$ cat src/rtl/fpnew_classify.sv
// fpnew_classify: pipelined fclass-style decoder producing a 10-bit class mask, sign and tag.
// Define FPNEW_CLASSIFY_STICKY_EN to add the nv_sticky_o / clear_sticky_i invalid flag.
package fpnew_pkg;
  typedef enum logic [2:0] {FP32, FP64, FP16, FP8, FP16ALT} fp_format_e;
  function automatic int unsigned exp_bits(input fp_format_e f);
    return (f == FP64) ? 11 : (f == FP16 || f == FP8) ? 5 : 8;
  endfunction
  function automatic int unsigned man_bits(input fp_format_e f);
    return (f == FP64) ? 52 : (f == FP16) ? 10 : (f == FP8) ? 2 : (f == FP16ALT) ? 7 : 23;
  endfunction
endpackage

module fpnew_classify #(
  parameter fpnew_pkg::fp_format_e FpFormat = fpnew_pkg::FP32,
  parameter int unsigned NumPipeRegs = 1,
  parameter int unsigned TagWidth = 4,
  parameter bit NanBoxCheck = 1'b1
) (
  input  logic                clk_i,
  input  logic                rst_i,
  input  logic                flush_i,
  input  logic [63:0]         operand_i,
  input  logic [TagWidth-1:0] tag_i,
  input  logic                in_valid_i,
  output logic                in_ready_o,
  output logic [9:0]          class_o,
  output logic                sign_o,
  output logic [TagWidth-1:0] tag_o,
  output logic                out_valid_o,
  input  logic                out_ready_i
`ifdef FPNEW_CLASSIFY_STICKY_EN
  ,
  output logic                nv_sticky_o,
  input  logic                clear_sticky_i
`endif
);
  localparam int unsigned EB = fpnew_pkg::exp_bits(FpFormat);
  localparam int unsigned MB = fpnew_pkg::man_bits(FpFormat);
  localparam int unsigned W  = 1 + EB + MB;
  localparam int unsigned DW = 11 + TagWidth;
  logic                 w_boxed, w_sign, w_ones, w_ezero, w_mzero, w_norm;
  logic [W-1:0]         w_val;
  logic [EB-1:0]        w_exp;
  logic [MB-1:0]        w_man;
  logic [9:0]           w_class;
  logic [NumPipeRegs:0] w_v, w_ready;
  logic [DW-1:0]        w_d [NumPipeRegs+1];
  if (W < 64) begin : g_box
    assign w_boxed = ~NanBoxCheck | (&operand_i[63:W]);
  end else begin : g_nobox
    assign w_boxed = 1'b1;
  end
  // an improperly boxed narrow value decodes as the canonical qNaN
  assign w_val = w_boxed ? operand_i[W-1:0] : {1'b0, {EB{1'b1}}, 1'b1, {(MB-1){1'b0}}};
  assign {w_sign, w_exp, w_man} = w_val;
  assign w_ones  = &w_exp;
  assign w_ezero = ~|w_exp;
  assign w_mzero = ~|w_man;
  assign w_norm  = ~w_ones & ~w_ezero;
  assign w_class = {w_ones & w_man[MB-1],
                    w_ones & ~w_man[MB-1] & ~w_mzero,
                    w_ones & w_mzero & ~w_sign,
                    w_norm & ~w_sign,
                    w_ezero & ~w_mzero & ~w_sign,
                    w_ezero & w_mzero & ~w_sign,
                    w_ezero & w_mzero & w_sign,
                    w_ezero & ~w_mzero & w_sign,
                    w_norm & w_sign,
                    w_ones & w_mzero & w_sign};
  assign w_v[0]               = in_valid_i;
  assign w_d[0]               = {w_class, w_sign, tag_i};
  assign w_ready[NumPipeRegs] = out_ready_i;
  for (genvar s = 0; s < NumPipeRegs; s++) begin : g_stage
    logic          r_v;
    logic [DW-1:0] r_d;
    assign w_ready[s] = ~r_v | w_ready[s+1];
    always_ff @(posedge clk_i)
      if (rst_i) begin
        r_v <= 1'b0;
        r_d <= '0;
      end else begin
        r_v <= ~flush_i & (w_ready[s] ? w_v[s] : r_v);
        if (w_ready[s]) r_d <= w_d[s];
      end
    assign w_v[s+1] = r_v;
    assign w_d[s+1] = r_d;
  end
  assign in_ready_o                = w_ready[0];
  assign out_valid_o               = w_v[NumPipeRegs];
  assign {class_o, sign_o, tag_o}  = w_d[NumPipeRegs];
`ifdef FPNEW_CLASSIFY_STICKY_EN
  logic r_sticky;
  always_ff @(posedge clk_i)
    r_sticky <= rst_i ? 1'b0 : (out_valid_o & out_ready_i & class_o[8]) | (r_sticky & ~clear_sticky_i);
  assign nv_sticky_o = r_sticky;
`endif
endmodule

$ cat config.mk
export PLATFORM = sky130hd
export DESIGN_NAME = fpnew_classify
export DESIGN_NICKNAME = d
export VERILOG_FILES = /design/src/rtl/fpnew_classify.sv
export SDC_FILE = /design/constraint.sdc
export NUM_CORES = 1
export LEC_CHECK = 0
export ABC_AREA = 1
export CAP_MARGIN = 10
export CELL_PAD_IN_SITES_DETAIL_PLACEMENT = 1
export CELL_PAD_IN_SITES_GLOBAL_PLACEMENT = 2
export CORE_MARGIN = 5
export CORE_UTILIZATION = 13
export DETAILED_ROUTE_END_ITERATION = 7
export PLACE_DENSITY_LB_ADDON = 0.1
export SLEW_MARGIN = 20
export SYNTH_ARGS = -nofsm -noshare
export SYNTH_HDL_FRONTEND = slang
export SYNTH_SLANG_ARGS = --single-unit
$ cat constraint.sdc
create_clock -name clk_i -period 2.46 [get_ports clk_i]
set_clock_uncertainty 0.1 [all_clocks]
set_input_delay 0.369 -clock clk_i [delete_from_list [all_inputs] [get_ports clk_i]]
set_output_delay 0.369 -clock clk_i [all_outputs]
set_load 0.005 [all_outputs]
==> metrics.txt <==
Detailed Route Iter0 Violations 20; Worst-Skew Late Latency 0.25 ns; top cells by area, synth dfxtp_1, nand2_1, nor2_1; number of vias in the routed layout 1,191; clock slew at reported path FFs 0.07 ns; diodes inserted 0; number of setup buffers added after CTS 0; pre-CTS setup slack 0.409 ns; count leader, synth nand2_1; crit-path cells clkdlybuf4s50_1 > nor2_2 > inv_2 > clkdlybuf4s50_1; Fin. Hold Viols 0; final net count 310; core area 6720 µm²; Starting Density 13.3%; GPL Wtd Cong 0.691; part of the Yosys area used for sequential elements 35.9%; port bufs 89; WP buf/inv 3; P&R area growth vs syn 118%; mean post-synth cell area 6.24 µm²; number of global-route vias before repair 1,327; Yosys top cell by area dfxtp_1; arrival time at the worst endpoint 1.56 ns; ys flop type dfxtp_1; antenna-violating nets left 0; family with the most delay on the worst path buffers and inverters; Mapped Area 892 µm²; post-layout total power 0.000672 W; number of setup violations in the final report 0; post-synth top area share 35.9%; critical path's slowest cell clkdlybuf4s50_1; first-pass GRT wire length 6130 µm; FP Rows 30; worst hold path class reg -> reg; critical path class in -> out; Pre-antenna DRT Iters 3; number of synthesis warnings 0; Post-CTS Resized 0; Synth top cells by count nand2_1, nor2_1, dfxtp_1; height of the die 92.8 µm; MaxCap Viol Count 0; Slew Limit Headroom 78.9%; crit path time final 2.03 ns; post-synthesis async set-or-reset flop share 0%; static leakage 0.732 nW; kind of start point of the critical path input port; clock sinks 16; Horiz. Die Dim 92.8 µm; period utilisation layout 82.4%; Worst Path Max Fanout 10; CTS tree built; largest net degree at the start of global routing 16; # DRC 0; CTS Buffer Depth 2; Mapped Cells 143; Power Dens Cells 346 nW/µm²; TritonCTS Buffers 3; Root Buffer clkbuf_8; Final Slew Violations 0; outcome finished clean; Post-synth EDFFs 0; initial antenna violation count 0; share of cells above drive strength 1 7.63%; final worst slack 0.434 ns; Wirelength per Cell 12.2 µm; unique cell type count in the Yosys netlist 21; die footprint 8620 µm²; Filler cells 816; RSZ-0062 raised after global routing false; synthesized flop and latch total 16; CP required 1.99 ns; I/O Pins 90; VDD IR-drop max 126 µV; hold buffer count at CTS 0; crit-path max cell delay 0.53 ns; Post-Route Setup TNS 0 ns; FMAX 0.493 GHz; drt total wl 3850 µm; Via density 3.77; GRT Total Usage 8.96%; slew of the pin with the lowest slew margin 0.314 ns; CP endpoint kind primary output; Synth Net Count 216; CP dominant cell by count clkdlybuf4s50_1; H-tree depth 1; GRT overflow 0; Final HPWL DP 3420 µm
[logic make-up (layout without fill, tap and decap cells)]
kind of cell / count (synthesis) / after routing / synth area share, %
and+or+nand+nor: 101 / 101 / 49.9
AOI/OAI and AO/OA: 16 / 16 / 9.82
DFF: 16 / 16 / 35.9
buffers and inverters: 10 / 103 / 4.35
[final cells by class]
type / count / area, µm² / share of cell area, %
repair buffers: 91 / 906 / 46.6
multi-input cells: 117 / 533 / 27.4
flip-flops and latches: 16 / 320 / 16.5
well taps: 80 / 100 / 5.15
clock buffers: 4 / 55.1 / 2.83
inverters: 8 / 30.0 / 1.54
[worst reg2reg max path, stage by stage, from the launching register on]
cell and delay (ns):
dfxtp_1 0.33, inv_1 0.05, nor2_2 0.12, buf_4 0.24
nor2_4 0.07, nand3_1 0.09, a21oi_1 0.06
[where the power goes]
group	internal (W)	total, W	leakage, nW	switching, W
registers	0.000265	0.000268	0.131	0.00000290
logic	0.000123	0.000166	0.572	0.0000430
clock network	0.000142	0.000238	0.0288	0.0000960
[per-stage QoR]
step                      util [%]  area [µm²]  std cells  hold WS [ns]
after detailed placement      28.1        1890        312         0.361
after global placement        28.1        1890        312         0.357
after global routing          28.9        1940        316         0.392
after floorplan                  -         892        143         0.348
final                         28.9        1940        316         0.368
after CTS                     28.9        1940        316         0.373
[layout by cell type (no fill, tap or decap)]
cell type and count:
a21oi_1 8, dfxtp_1 16, inv_1 6, a21oi_2 2, nand3_2 1, nand3b_1 1
nor2_4 2, inv_2 2, nand3b_2 1, clkbuf_8 4, or2_0 1, nor2_1 34
nand3_1 7, nand4_1 1, nor3_1 1, o21ai_0 6, nand2_1 46, buf_4 2
nor3_2 1, clkdlybuf4s50_1 89, nor2_2 3, nor4_1 2
[metal layers]
layer	routed length (µm)	vias up	track usage, %
met4	22	0	2.56
met2	1920	47	16.1
met3	356	2	3.74
li1	-	639	-
met1	1550	503	9.49
met5	0	-	0
[state kept, by name, indices dropped and copies added, names as in the netlist]
name and flops:
out_valid_o 1, g_stage.r_d 15
[worst paths after layout]
path         slack, ns  cells past startpoint                 to              start
min               0.37                      2  g_stage[0].r_d[9]  g_stage[0].r_d[9]
max               0.43                      4         in_ready_o        out_ready_i
max reg2reg       1.30                      6  g_stage[0].r_d[7]        out_valid_o
min reg2reg       0.37                      2  g_stage[0].r_d[9]  g_stage[0].r_d[9]
(Power assumes the default switching activity.)
==> variant: new RTL, same flow settings <==
Change the parameter `NanBoxCheck` from 1'b1 to 1'b0.
--- a/src/rtl/fpnew_classify.sv
+++ b/src/rtl/fpnew_classify.sv
@@ -14,7 +14,7 @@
   parameter fpnew_pkg::fp_format_e FpFormat = fpnew_pkg::FP32,
   parameter int unsigned NumPipeRegs = 1,
   parameter int unsigned TagWidth = 4,
-  parameter bit NanBoxCheck = 1'b1
+  parameter bit NanBoxCheck = 1'b0
 ) (
   input  logic                clk_i,
   input  logic                rst_i,
Behaviour: not the same (Yosys sat finds a counterexample within 4 cycles, from zero or initial values and one cycle with rst_i high).
==> variant against the original RTL <==
- global-route usage decreased by 0.81 points
- routed wire length down 26%
- area after synthesis decreased by 13%
- final area fell by 24%
- power is 11% lower
- sequential cell count did not move
- hold slack got worse by 1.8 ps
- register-to-register slack worse by 160 ps
- setup slack got worse by 76 ps
- largest power group unchanged
- highest routed layer unchanged
==> variant: results (changes against the original RTL) <==
Crit path DAT: 1630 ps (+70 ps)
Met3 wire len: 209 µm (-41%)
Syn Inst Count: 109 (-24%)
CP max-delay cell: clkdlybuf4s50_1
Wire per inst: 11.6 µm (-4.5%)
Multi-input gates: 84 (-28%)
M1 GR Usage: 8.84% (-0.65 points)
Switching Power: 0.138 mW (-2.5%)
Vias: 916 (-23%)
Gpl congestion: 0.719 (+4.1%)
Clkbuf count: 3 (-1)
Fraction of area in multi-input gates: 27.9% (+0.48 points)
Port Buf Inserts: 57 (-36%)
Clk. pwr: 0.202 mW (-15%)
GR Layer Usage met2: 14.3% (-1.9 points)
Delay of the slowest critical-path stage: 560 ps (+30 ps)
Sequential share of power: 45.5% (+5.6 points)
Post-synth top cells: nor2_1 (28), nand2_1 (19), dfxtp_1 (16), nand3_1 (8), a21oi_1 (7)
PD cells: 403 nW/µm² (+17%)
First-pass GRT wire length: 4.77 mm (-22%)
Via-to-Cell Ratio: 3.75 (-0.40%)
Synth top area cells: dfxtp_1 (41%), nor2_1 (14%), nand2_1 (9.2%)
Routing usage on met3: 3.50% (-0.24 points)
M1 wire length: 1.13 mm (-27%)
Status: complete, no violations
HPWL Detailed: 2.33 mm (-32%)
Placed Cells: 241 (-23%)
Maximum fanout along the worst path: 7 (-3)
DRT iter0 DRCs: 37 (+85%)
Sequential area share after synthesis: 41.4% (+5.5 points)
Final-layout non-clock buffer area share: 39.6% (-7.0 points)
P_leak: 0.536 nW (-27%)
Non-Clock Buffer Count: 59 (-35%)
Non-clock inverters: 7 (-1)
Share of layout cells above drive strength 1: 11.8% (+4.2 points)
Post-synthesis cell type count: 17 (-19%)
Worst slew margin: 84.5% (+5.6 points)
DR WL met2: 1.46 mm (-24%)
Drt pass-1 iters: 2 (-1)
Vias in the first global route: 1001 (-25%)
==> variant: changes by cell type after synthesis, sizes merged <==
cell	unedited run	this run
a21oi	10	9
nand3b	2	0
nor2	39	37
or2	1	0
nor4	2	0
inv	8	7
nand2	46	20
nand4	1	2
==> variant: worst paths after layout <==
path / start / to / slack, ps / cells after the start
max: out_ready_i / in_ready_o / 360 / 4
min reg2reg: g_stage[0].r_d[9] / g_stage[0].r_d[9] / 370 / 2
min: g_stage[0].r_d[9] / g_stage[0].r_d[9] / 370 / 2
max reg2reg: out_valid_o / g_stage[0].r_d[14] / 1140 / 7
==> variant: logic make-up (layout without fill, tap and decap cells) <==
family,count (synthesis),after routing,share of synthesized area [%]
buf+inv,9,69,5.33
simple gates,69,69,42.6
flops,16,16,41.4
compound gates,15,15,10.7
==> variant: per-stage QoR <==
step                hold WS [ps]  cell area [µm²]  worst slack, ps
floorplan                    348              774             1310
global placement             356             1440              342
detailed placement           363             1440              341
CTS                          370             1480              340
global route                 399             1480              319
finish                       366             1480              357
